`config.mk`:
```
export PLATFORM = sky130hd
export DESIGN_NAME = text_buffer_ctrl_flat
export DESIGN_NICKNAME = d
export VERILOG_FILES = /design/src/rtl/text_buffer_ctrl_if.sv /design/src/rtl/text_buffer_ctrl.sv /design/src/flat_wrapper.sv
export SDC_FILE = /design/constraint.sdc
export NUM_CORES = 1
export LEC_CHECK = 0
export CELL_PAD_IN_SITES_DETAIL_PLACEMENT = 1
export CELL_PAD_IN_SITES_GLOBAL_PLACEMENT = 2
export CORE_MARGIN = 2
export CORE_UTILIZATION = 36
export CTS_BUF_LIST = sky130_fd_sc_hd__clkbuf_8
export CTS_CLUSTER_SIZE = 30
export DETAILED_ROUTE_END_ITERATION = 10
export HOLD_SLACK_MARGIN = 0.06
export PLACE_DENSITY_LB_ADDON = 0.1
export SLEW_MARGIN = 20
export SYNTH_ARGS = -nofsm -noshare
export SYNTH_HDL_FRONTEND = slang
export SYNTH_SLANG_ARGS = --single-unit
```
`constraint.sdc`:
```
create_clock -name clk_in -period 8.4 [get_ports clk_in]
set_clock_uncertainty 0.1 [all_clocks]
set_input_delay 2.52 -clock clk_in [delete_from_list [all_inputs] [get_ports clk_in]]
set_output_delay 2.52 -clock clk_in [all_outputs]
set_load 0.005 [all_outputs]
```
`src/rtl/text_buffer_ctrl_if.sv`:
```
// Character/scroll request inputs and BRAM-write/cursor/status outputs of the
// text buffer controller, bundled so producer and controller share one port.
interface text_buffer_ctrl_if;
  logic       char_valid_in;
  logic [4:0] char_in;
  logic       char_ready_out;
  logic [1:0] scroll_req_in;
  logic       wr_en_out;
  logic [9:0] wr_addr_out;
  logic [4:0] wr_data_out;
  logic [4:0] scroll_lines_out;
  logic [4:0] cursor_row_out;
  logic [4:0] cursor_col_out;
  logic       busy_out;

  modport master (
    output char_valid_in, char_in, scroll_req_in,
    input  char_ready_out, wr_en_out, wr_addr_out, wr_data_out,
           scroll_lines_out, cursor_row_out, cursor_col_out, busy_out
  );

  modport slave (
    input  char_valid_in, char_in, scroll_req_in,
    output char_ready_out, wr_en_out, wr_addr_out, wr_data_out,
           scroll_lines_out, cursor_row_out, cursor_col_out, busy_out
  );
endinterface

```
`src/rtl/text_buffer_ctrl.sv`:
```
// Text console write controller: turns a character stream into text-BRAM writes,
// tracks cursor and scrolled view, and blanks new rows or the whole screen.
module text_buffer_ctrl #(
  parameter int COLS     = 32,
  parameter int ROWS     = 32,
  parameter int VIS_ROWS = 16,
  parameter int BLANK    = 26
) (
  input  logic              clk_in,
  input  logic              rst_in,
  text_buffer_ctrl_if.slave bus
);

  typedef enum logic [1:0] {
    IDLE,
    ROW_CLEAR,
    CLEAR
  } state_t;

  localparam logic [4:0] CH_LAST_GLYPH = 5'd27;
  localparam logic [4:0] CH_NEWLINE    = 5'd28;
  localparam logic [4:0] CH_BACKSPACE  = 5'd29;
  localparam logic [4:0] CH_CLEAR      = 5'd30;
  localparam logic [4:0] LAST_COL      = 5'(COLS - 1);
  localparam logic [4:0] FOLLOW_DIST   = 5'(VIS_ROWS - 1);
  localparam logic [4:0] MAX_DIST      = 5'(ROWS - 1);
  localparam logic [4:0] BLANK_GLYPH   = 5'(BLANK);
  localparam logic [9:0] ROW_LAST      = 10'(COLS - 1);
  localparam logic [9:0] LAST_ADDR     = 10'(COLS * ROWS - 1);
  localparam logic [1:0] REQ_NEWER     = 2'd1;
  localparam logic [1:0] REQ_OLDER     = 2'd2;

  state_t     state_q, state_d;
  logic [4:0] row_q, row_d;
  logic [4:0] col_q, col_d;
  logic [4:0] scroll_q, scroll_d;
  logic [9:0] sweep_q, sweep_d;
  logic       wr_en_q, wr_en_d;
  logic [9:0] wr_addr_q, wr_addr_d;
  logic [4:0] wr_data_q, wr_data_d;
  logic       ready_q;
  logic       busy_q;

  logic [4:0] view_top;
  logic [4:0] next_row;
  logic [4:0] view_dist;

  // Top row that keeps `row` on the bottom visible line once it drops out of view.
  function automatic logic [4:0] follow(input logic [4:0] row, input logic [4:0] top);
    logic [4:0] d;
    d = row - top;
    return (d > FOLLOW_DIST) ? row - FOLLOW_DIST : top;
  endfunction

  always_comb begin
    // NOTE: every variable driven here gets a default before any branch,
    // so no path can leave one unassigned and infer a latch.
    state_d   = state_q;
    row_d     = row_q;
    col_d     = col_q;
    scroll_d  = scroll_q;
    sweep_d   = sweep_q;
    wr_en_d   = 1'b0;
    wr_addr_d = wr_addr_q;
    wr_data_d = wr_data_q;
    view_top  = follow(row_q, scroll_q);
    next_row  = row_q + 5'd1;
    view_dist = row_q - scroll_q;

    case (state_q)
      IDLE: begin
        if (bus.char_valid_in) begin
          if (bus.char_in <= CH_LAST_GLYPH) begin
            wr_en_d   = 1'b1;
            wr_addr_d = {row_q, col_q};
            wr_data_d = bus.char_in;
            scroll_d  = view_top;
            if (col_q == LAST_COL) begin
              col_d    = '0;
              row_d    = next_row;
              scroll_d = follow(next_row, view_top);
              sweep_d  = '0;
              state_d  = ROW_CLEAR;
            end else begin
              col_d = col_q + 5'd1;
            end
          end else begin
            case (bus.char_in)
              CH_NEWLINE: begin
                col_d    = '0;
                row_d    = next_row;
                scroll_d = follow(next_row, scroll_q);
                sweep_d  = '0;
                state_d  = ROW_CLEAR;
              end
              CH_BACKSPACE: begin
                scroll_d = view_top;
                // Backspace never retreats into the previous row.
                if (col_q != '0) begin
                  col_d     = col_q - 5'd1;
                  wr_en_d   = 1'b1;
                  wr_addr_d = {row_q, col_q - 5'd1};
                  wr_data_d = BLANK_GLYPH;
                end
              end
              CH_CLEAR: begin
                row_d    = '0;
                col_d    = '0;
                scroll_d = '0;
                sweep_d  = '0;
                state_d  = CLEAR;
              end
              default: ;
            endcase
          end
        end else if (bus.scroll_req_in == REQ_NEWER) begin
          if (view_dist > FOLLOW_DIST) scroll_d = scroll_q + 5'd1;
        end else if (bus.scroll_req_in == REQ_OLDER) begin
          if (view_dist < MAX_DIST) scroll_d = scroll_q - 5'd1;
        end
      end

      ROW_CLEAR: begin
        wr_en_d   = 1'b1;
        wr_addr_d = {row_q, sweep_q[4:0]};
        wr_data_d = BLANK_GLYPH;
        if (sweep_q == ROW_LAST) state_d = IDLE;
        else                     sweep_d = sweep_q + 10'd1;
      end

      CLEAR: begin
        wr_en_d   = 1'b1;
        wr_addr_d = sweep_q;
        wr_data_d = BLANK_GLYPH;
        if (sweep_q == LAST_ADDR) state_d = IDLE;
        else                      sweep_d = sweep_q + 10'd1;
      end

      default: begin
        sweep_d = '0;
        state_d = CLEAR;
      end
    endcase
  end

  // Reset lands in CLEAR so the screen is always blanked from address 0,
  // including when it interrupts a sweep already in progress.
  always_ff @(posedge clk_in) begin
    // NOTE: state registers use non-blocking assignment so every flop samples
    // the pre-edge values regardless of statement order.
    if (rst_in) begin
      state_q   <= CLEAR;
      row_q     <= '0;
      col_q     <= '0;
      scroll_q  <= '0;
      sweep_q   <= '0;
      wr_en_q   <= 1'b0;
      wr_addr_q <= '0;
      wr_data_q <= '0;
      ready_q   <= 1'b0;
      busy_q    <= 1'b1;
    end else begin
      state_q   <= state_d;
      row_q     <= row_d;
      col_q     <= col_d;
      scroll_q  <= scroll_d;
      sweep_q   <= sweep_d;
      wr_en_q   <= wr_en_d;
      wr_addr_q <= wr_addr_d;
      wr_data_q <= wr_data_d;
      ready_q   <= (state_d == IDLE);
      busy_q    <= (state_d != IDLE);
    end
  end

  assign bus.char_ready_out   = ready_q;
  assign bus.busy_out         = busy_q;
  assign bus.wr_en_out        = wr_en_q;
  assign bus.wr_addr_out      = wr_addr_q;
  assign bus.wr_data_out      = wr_data_q;
  assign bus.cursor_row_out   = row_q;
  assign bus.cursor_col_out   = col_q;
  assign bus.scroll_lines_out = scroll_q;

endmodule

```
`src/flat_wrapper.sv`:
```
// flat-port wrapper written by rule: the top's interface ports become plain ports
module text_buffer_ctrl_flat 
#(
  parameter int COLS     = 32,
  parameter int ROWS     = 32,
  parameter int VIS_ROWS = 16,
  parameter int BLANK    = 26
)
  (clk_in, rst_in, bus_char_valid_in, bus_char_in, bus_scroll_req_in, bus_char_ready_out, bus_wr_en_out, bus_wr_addr_out, bus_wr_data_out, bus_scroll_lines_out, bus_cursor_row_out, bus_cursor_col_out, bus_busy_out);
  text_buffer_ctrl_if bus_i ();
  input  logic clk_in;
  input  logic rst_in;
  input wire logic [$bits(bus_i.char_valid_in)-1:0] bus_char_valid_in;
  input wire logic [$bits(bus_i.char_in)-1:0] bus_char_in;
  input wire logic [$bits(bus_i.scroll_req_in)-1:0] bus_scroll_req_in;
  output wire logic [$bits(bus_i.char_ready_out)-1:0] bus_char_ready_out;
  output wire logic [$bits(bus_i.wr_en_out)-1:0] bus_wr_en_out;
  output wire logic [$bits(bus_i.wr_addr_out)-1:0] bus_wr_addr_out;
  output wire logic [$bits(bus_i.wr_data_out)-1:0] bus_wr_data_out;
  output wire logic [$bits(bus_i.scroll_lines_out)-1:0] bus_scroll_lines_out;
  output wire logic [$bits(bus_i.cursor_row_out)-1:0] bus_cursor_row_out;
  output wire logic [$bits(bus_i.cursor_col_out)-1:0] bus_cursor_col_out;
  output wire logic [$bits(bus_i.busy_out)-1:0] bus_busy_out;
  assign bus_i.char_valid_in = bus_char_valid_in;
  assign bus_i.char_in = bus_char_in;
  assign bus_i.scroll_req_in = bus_scroll_req_in;
  assign bus_char_ready_out = bus_i.char_ready_out;
  assign bus_wr_en_out = bus_i.wr_en_out;
  assign bus_wr_addr_out = bus_i.wr_addr_out;
  assign bus_wr_data_out = bus_i.wr_data_out;
  assign bus_scroll_lines_out = bus_i.scroll_lines_out;
  assign bus_cursor_row_out = bus_i.cursor_row_out;
  assign bus_cursor_col_out = bus_i.cursor_col_out;
  assign bus_busy_out = bus_i.busy_out;
  text_buffer_ctrl #(.COLS(COLS), .ROWS(ROWS), .VIS_ROWS(VIS_ROWS), .BLANK(BLANK)) u_core (.clk_in(clk_in), .rst_in(rst_in), .bus(bus_i));
endmodule
```
### Word-level counts from Yosys, hierarchy flattened

Index checks and enable logic that the tools add are counted.

* add/sub/neg operators: 11
* equal/unequal tests: 22
* $lt $le $gt $ge: 5
* multiplexer cells: 47
* reduce and logical (&&, ||, !) cells: 18

Operator list (number)
* two-way mux 10 bit: 10
* two-way mux 5 bit: 19
* one-hot mux 10 bit (3 select lines): 2
* one-hot mux 5 bit (2 select lines): 3
* equality test 5 bit (second input constant): 4
* AND reduction 4 bit: 4
* adder 5 x 1 -> 5 bit (second input constant): 3
* > comparator 5 x 4 -> 1 bit (second input constant): 3
* one-hot mux 5 bit (3 select lines): 1
* nonzero test 3 bit: 5
* subtractor 5 bit: 3
* adder 10 x 1 -> 10 bit (second input constant): 1
* equality test 10 bit (second input constant): 1
* equality test 10 x 5 -> 1 bit (second input constant): 1
* two-way mux 2 bit: 5
* subtractor 5 x 1 -> 5 bit (second input constant): 2
* subtractor 5 x 4 -> 5 bit (second input constant): 2
* != test 3 x 2 -> 1 bit (second input constant): 3
* != test 2 bit (second input constant): 4
* != test 3 x 1 -> 1 bit (second input constant): 2
* one-hot mux 2 bit (3 select lines): 1
* AND reduction 6 bit: 1
* less-or-equal comparator 5 bit (second input constant): 1
* < comparator 5 bit (second input constant): 1
* 13 further kinds: 21

* output and inout bits: 33
* input bits: 10
* register bits after elaboration: 45
* logic and storage cells: 113

### Logic depth before layout (Yosys ltp)

* depth in word-level cells: 9
* depth in mapped cells: 20
* gate-level depth less buffers: 19

### Worst setup path before layout

OpenSTA, ideal clock, no wires.

* path kind: input port to flip-flop
* from: input port bus_scroll_req_in[1]
* to: register u_core.scroll_q[4], in the netlist u_core.bus.scroll_lines_out[4]
* arrival: 4.221 ns
* cell stages on the path: 9
* path buffers: 0
* data required time: 8.186 ns
* setup slack: 3.964 ns
* setup time: 0.114 ns
* cell sequence: nand2b_1 fa_1 a21o_1 a21oi_1 xnor2_1 nor2_1 o21ai_0 a21oi_1 a2111oi_0

* word-level cells in the longest chain between the ends: 3
* elaborated cells between the ends (all ways): 8
* those cells by class: 3 x eq/ne; 2 x mux; 3 x reduce/logical

RTL lines
* start: declaration: RTL line flat_wrapper.sv:15 `input wire logic [$bits(bus_i.scroll_req_in)-1:0] bus_scroll_req_in;`
* equality test 2 x 1 -> 1 bit / equality test 2 bit (equally long branches): RTL line text_buffer_ctrl.sv:116, text_buffer_ctrl.sv:118
* != test 3 x 2 -> 1 bit (no source line), or another cell as far along
* AND reduction 6 bit (no source line) / two-way mux 5 bit (equally long branches)
* end signal: assignment: RTL line text_buffer_ctrl.sv:166 `scroll_q <= scroll_d;`
* end: declaration: RTL line text_buffer_ctrl.sv:36 `logic [4:0] scroll_q, scroll_d;`

Several ways; a longest one is shown, not always the timed one.
A chain may end at the register's enable or synchronous reset.

### Worst setup path in the final report

* from: input port bus_char_in[3]
* to: register u_core.sweep_q[7]

* word-level cells in the longest chain between the ends: 4
* elaborated cells between the ends (all ways): 10
* those cells by class: 1 x order compare; 4 x eq/ne; 3 x mux; 2 x reduce/logical

RTL lines
* start: declaration: RTL line flat_wrapper.sv:14 `input wire logic [$bits(bus_i.char_in)-1:0] bus_char_in;`
* less-or-equal comparator 5 bit, or another cell as far along: RTL line text_buffer_ctrl.sv:73 `if (bus.char_in <= CH_LAST_GLYPH) begin`
* two-way mux 10 bit / OR reduction 2 bit (equally long branches)
* two-way mux 10 bit / != test 3 x 2 -> 1 bit (equally long branches)
* one-hot mux 10 bit (3 select lines) / AND reduction 5 bit (equally long branches)
* end signal: assignment: RTL line text_buffer_ctrl.sv:167 `sweep_q <= sweep_d;`
* end: declaration: RTL line text_buffer_ctrl.sv:37 `logic [9:0] sweep_q, sweep_d;`

Several ways; a longest one is shown, not always the timed one. The select of a mux whose other input is x is not followed.

==> results.py <==
metrics = {
    "status": {
        "outcome": "finished, final reports clean",
    },
    "worst_setup_path": {
        "ff2ff_setup_slack_ns": 3.80,
        "path_max_fanout": 13,
        "reg2regPathDepth": 17,
        "critPathLaunchType": "input port",
        "reg2reg_from": "u_core.bus.cursor_row_out[0]",
        "critPathLaunch": "bus_char_in[3]",
        "rr_endpoint": "u_core.bus.scroll_lines_out[1]",
        "crit_arrival_ns": 5.30,
        "crit_type": "input port to register",
        "cp-end-kind": "register",
        "worst_ep_required_time_ns": 8.50,
    },
    "clocking": {
        "hold_buffers": 0,
        "cts.sink_count": 45,
        "clk_latency_ns": 0.30,
        "clkTransAtPathRegs_ns": 0.10,
        "numCtsBuffers": 5,
        "htreeDepth": 2,
        "cts_tree": "yes",
        "clockBufferDepth": 2,
        "clockRootBuffer": "clkbuf_8",
        "post_cts_buffers": 0,
        "ctsResizeCount": 0,
    },
    "cells_and_area": {
        "layout_common_cells": "nor2_1, dfxtp_1, clkdlybuf4s50_1",
        "nNetsFinal": 488,
        "final_common_cell": "nor2_1",
        "area_growth_pct": 17.8,
        "drive_gt1_frac": 0.0398,
        "fill_cells": 1092,
        "utilization": 0.432,
        "fin_area_mm2": 0.00396,
        "diodes": 0,
        "instances_no_fill": 563,
    },
    "logic_synthesis": {
        "synthArstFlopShare": 0,
        "synth_top_area_cell": "dfxtp_1",
        "syn_inst": 425,
        "synth_warnings": 0,
        "synth_area_mm2": 0.00336,
        "yosysSeqAreaShare": 0.268,
        "postSynthNetCount": 462,
        "syn_area_per_cell_um2": 7.90,
        "synth_top_cell_area_share": 0.268,
        "synth_cell_types": 56,
        "synth_edf_count": 0,
        "ys.flop_type": "dfxtp_1",
        "synth_seq_cells": 45,
        "synth_area_leaders": "dfxtp_1, ha_1, nor2_1",
    },
    "routing": {
        "remaining_drc_errors": 0,
        "routed_wl_um": 10200,
        "dr.pass1.iters": 4,
        "ant_nets": 0,
        "wire_per_inst_um": 18.1,
        "routed-via-count": 3196,
        "dr.first_iter.drc_count": 130,
        "avgViaCountPerCell": 5.68,
    },
    "sta": {
        "fmax_mhz": 192,
        "setup_viol": 0,
        "rsz0062_at_grt": "false",
        "post-route-min-period_ns": 5.20,
        "setup_tns_ns": 0,
        "final_hold_viol_count": 0,
        "drv_slew": 0,
        "timing.final.crit_share": 0.619,
        "hold_slack_ns": 0.377,
        "slew_headroom": 0.421,
        "fin_ws_ns": 3.20,
        "tightestPinTransition_ns": 0.868,
    },
    "global_routing": {
        "grt_usage": 0.208,
        "overflow": 0,
        "grt_pass1_vias": 3158,
        "grt_max_degree": 37,
        "grt_pass1_wl_um": 16700,
        "grt_antenna_before_repair": 0,
    },
    "floorplanning": {
        "initial_utilization": 0.367,
        "die-width_um": 101,
        "die_y_um": 101,
        "fp-row-count": 35,
        "pin_count": 43,
        "core_mm2": 0.00915,
        "dieArea_mm2": 0.0101,
    },
    "placement": {
        "gp_congestion": 0.798,
        "hpwl_um": 7600,
        "pre_cts_slack_ns": 2.88,
        "io_buffers": 42,
        "place_area_mm2": 0.00385,
        "placed_cells": 555,
    },
    "pwr": {
        "p_leak_nw": 1.57,
        "finalPower_uw": 594,
        "peakVddDrop_mv": 0.111,
        "power.density_mw_per_mm2": 150,
    },
    "worst_hold_path": {
        "hold_depth": 2,
        "worstHoldStart": "u_core.bus.wr_data_out[2]",
        "hold_path_class": "register to register",
        "min_to": "u_core.bus.wr_data_out[2]",
    },
    "job": {
        "cap_violations": 0,
    },
}
-- worst max-delay path by stage --
stage,slack (ns),to
final,3.20,u_core.sweep_q[7]
after global routing,2.91,u_core.sweep_q[9]
after CTS,3.20,u_core.sweep_q[7]
after detailed placement,2.88,u_core.sweep_q[7]
after global placement,2.67,u_core.bus.wr_data_out[2]
after floorplan,3.96,u_core.bus.scroll_lines_out[4]
-- registers in the layout, indices dropped and copies added, names as in the netlist --
signal                       count
u_core.bus.wr_addr_out          10
u_core.sweep_q                  10
u_core.bus.cursor_col_out        5
u_core.bus.cursor_row_out        5
u_core.bus.scroll_lines_out      5
u_core.bus.wr_data_out           5
u_core.state_q                   2
u_core.bus.busy_out              1
u_core.bus.char_ready_out        1
u_core.bus.wr_en_out             1
-- layer usage --
layer | global-route usage | share of wire
met1 | 0.319 | 0.53
met2 | 0.314 | 0.43
met3 | 0.0277 | 0.031
met4 | 0.0285 | 0.0037
met5 | 0 | 0
-- power breakdown --
part | total, mW | internal (mW) | switching (mW)
sequential | 0.247 | 0.230 | 0.0165
combinational | 0.177 | 0.0759 | 0.101
clock | 0.170 | 0.0883 | 0.0817
total | 0.594 | 0.394 | 0.200
-- layout make-up --
class / instances / area [um2] / area share
multi-input cells: 338 / 2310 / 0.584
flip-flops and latches: 45 / 901 / 0.228
repair buffers: 43 / 428 / 0.108
well taps: 111 / 139 / 0.0351
clock buffers: 5 / 68.8 / 0.0174
inverters: 18 / 67.6 / 0.0171
clock inverters: 3 / 42.5 / 0.0107
-- cell families after synthesis --
logic type / Yosys count / share of synthesized area
simple gates: 151 / 0.223
compound gates: 121 / 0.243
flops: 45 / 0.268
buf+inv: 42 / 0.0473
fa+ha+maj: 28 / 0.110
xor+xnor: 26 / 0.0723
mux: 12 / 0.0361
-- synth_stat cells, drive strengths merged, types with 2 or more instances --
cell,number
o211ai,2
clkbuf,22
a211oi,16
nand2b,9
and3,5
nor2b,3
nand3b,5
nor2,53
nor3,10
nand3,15
a22oi,7
and2,2
nand2,28
or4,2
dfxtp,45
a32oi,8
mux2i,11
o32ai,2
nand4,5
nor4,3
a2111oi,3
o21ai,22
fa,3
buf,2
a21oi,36
a2111o,3
a31oi,4
or3,5
xor2,10
a21o,9
xnor2,16
a211o,2
and4,2
inv,18
ha,24
-- worst max-delay path, cell delays in order --
cell and delay, ns:
clkdlybuf4s50_1 0.51, nand3_1 0.48, mux2i_1 0.46, nand2_1 0.09
a21oi_1 0.57, and4_1 0.36, nand3_1 0.11, xor2_1 0.15
nor2_1 0.05
Power figures use the tool's default switching activity.
==> patch: new RTL, same flow settings <==
Take the reset off `wr_addr_q` and load it in a clocked block of its own.
--- a/src/rtl/text_buffer_ctrl.sv
+++ b/src/rtl/text_buffer_ctrl.sv
@@ -156,5 +156,4 @@
       sweep_q   <= '0;
       wr_en_q   <= 1'b0;
-      wr_addr_q <= '0;
       wr_data_q <= '0;
       ready_q   <= 1'b0;
@@ -167,9 +166,12 @@
       sweep_q   <= sweep_d;
       wr_en_q   <= wr_en_d;
-      wr_addr_q <= wr_addr_d;
       wr_data_q <= wr_data_d;
       ready_q   <= (state_d == IDLE);
       busy_q    <= (state_d != IDLE);
     end
+  end
+
+  always_ff @(posedge clk_in) begin
+    wr_addr_q <= wr_addr_d;
   end
 
Function: differs if rst_in is asserted again (counterexample within 4 cycles, from zero or initial values and one cycle with rst_in high); with rst_in held inactive, the same outputs for 10 cycles.
==> patch against the unedited design <==
Setup slack improved by 0.047 ns. Register-to-register slack got worse by 0.42 ns. Cell count rose by 3.0%. Design area rose by 3.7%. Utilization fell by 0.65 points. Total power fell by 0.30%. Sequential cell count did not move. Worst hold slack improved by 0.0025 ns. Routed wire length rose by 4.5%. Area after synthesis rose by 5.1%. Critical path depth fell by 1. Critical path type unchanged. Largest cell class unchanged. Largest power group unchanged.
==> patch: results (changes against the unedited design) <==
[placed_design]
dpl_cell_area_sq_um=4000  ; +3.9%
hpwl_mm=8.01  ; +5.5%
gp_congestion=0.832  ; +4.2%

[synth]
syn_nets=460  ; -0.43%
synth_compound_area_share_pct=24.1  ; -0.14 points
synthAdderAreaFrac_pct=10.2  ; -0.82 points
ys_seq_area_share_pct=28.4  ; +1.5 points
ys.flop_type=dfxtp_1
synthTopCellsByArea=dfxtp_1 20%, edfxtp_1 8.5%, ha_1 8.5%
synth_commonest_cells=38 x nor2_1, 35 x a21oi_1, 35 x dfxtp_1
synth-xor-area-share_pct=8.12  ; +0.89 points
synth-edff-count=10  ; +10
yosysUniqueCellTypes=72  ; +29%
synth_mux_area_share_pct=1.13  ; -2.5 points

[power_and_ir_drop]
p_switching_uw=191  ; -4.4%
max-vdd-ir-drop_v=0.0000696  ; -37%
p_leak_nw=1.50  ; -4.1%
powerClk_uw=166  ; -2%
p_seq_share_pct=43.3  ; +1.8 points

[worst_setup_path]
cp.arrival_ns=5.27  ; -0.03 ns
rrSetupSlack_ns=3.38  ; -0.42 ns
worst-r2r-cell-count=19  ; +2
cp_slowest_stage_delay_ns=0.84  ; +0.27 ns
crit_fanout=20  ; +7
cp_top_family=compound AO/OA/AOI/OAI gates
rr_startpoint=u_core.bus.cursor_row_out[0]
crit_slowest_cell=clkdlybuf4s50_1
rr_endpoint=u_core.bus.scroll_lines_out[4]

[global_route]
grt_pass1_wl_mm=17.4  ; +4.2%
track_usage_pct=21.1  ; +0.34 points
grt_pass1_vias=3296  ; +4.4%
grt_max_degree=25  ; -32%

[detailed_routing]
ant_nets=0  ; unchanged
wirelength_mm=10.7  ; +4.5%
vias_per_cell=5.61  ; -1.2%
drt_iter0_drc=133  ; +2.3%

[cts]
clkSlewWorstSetupHoldPaths_ns=0.09
cts_root_buf=clkbuf_8
cts_made_buffers=5  ; unchanged
postCtsSetupRepairBufs=0  ; unchanged
cts-resized-gates=0  ; unchanged
cts_buffer_depth=2  ; unchanged

[sta]
relSlewSlack_pct=30.6  ; -12 points
hold_violations=0  ; unchanged
whs_ns=0.379  ; +0.00249 ns

[cells_and_area]
nFillCells=1168  ; +7.0%
layout-drive-gt1-share_pct=6.04  ; +2.1 points
finalNetCount=483  ; -1.0%

[status]
status=finished clean

[worst_hold_path]
holdCritStartpoint=u_core.bus.wr_data_out[0]
min_to=u_core.bus.wr_data_out[0]

## patch: worst max-delay path by stage
| stage | from | endpoint | slack, ns |
|---|---|---|---|
| 6_report | bus_char_in[0] | u_core.bus.wr_data_out[4] | 3.24 |
| 5_1_grt | u_core.bus.cursor_row_out[0] | u_core.bus.scroll_lines_out[4] | 2.92 |
| 4_1_cts | bus_char_in[0] | u_core.bus.wr_data_out[3] | 3.25 |
| 3_5_place_dp | bus_char_in[0] | u_core.bus.wr_data_out[3] | 2.94 |
| 3_3_place_gp | bus_char_in[2] | u_core.sweep_q[5] | 2.78 |
| 2_1_floorplan | bus_char_in[0] | u_core.bus.wr_addr_out[0] | 3.97 |
## patch: layout make-up
type	instances	share of cell area [%]
Timing Repair Buffer	43	10.4
Clock inverter	3	0.945
Tap cell	133	4.05
Inverter	19	1.74
Multi-Input combinational cell	332	56.8
Clock buffer	5	1.68
Sequential cell	45	24.4
## patch: per-layer routing
layer	track usage, %	vias to the layer above	routed length (microns)
met1	30.0	1593	5350
li1	-	1582	-
met5	0	-	0
met2	34.8	68	4830
met4	3.34	0	91
met3	2.85	10	395
## patch: tightest hold or removal path: cells and delay by family (launching register included)
| kind | cells | cell delay, ns |
|---|---|---|
| AOI/OAI and AO/OA | 1 | 0.05 |
| DFF | 1 | 0.32 |
| and+or+nand+nor | 1 | 0.06 |
## patch: per-stage QoR
step	worst slack [ns]	utilization, %	total power, mW	instances
global placement	2.78	41.4	0.428	572
global route	2.92	42.6	0.626	580
detailed placement	2.94	41.5	0.430	572
CTS	3.25	42.6	0.599	580
floorplan	3.97	-	0.366	423
finish	3.24	42.6	0.592	580
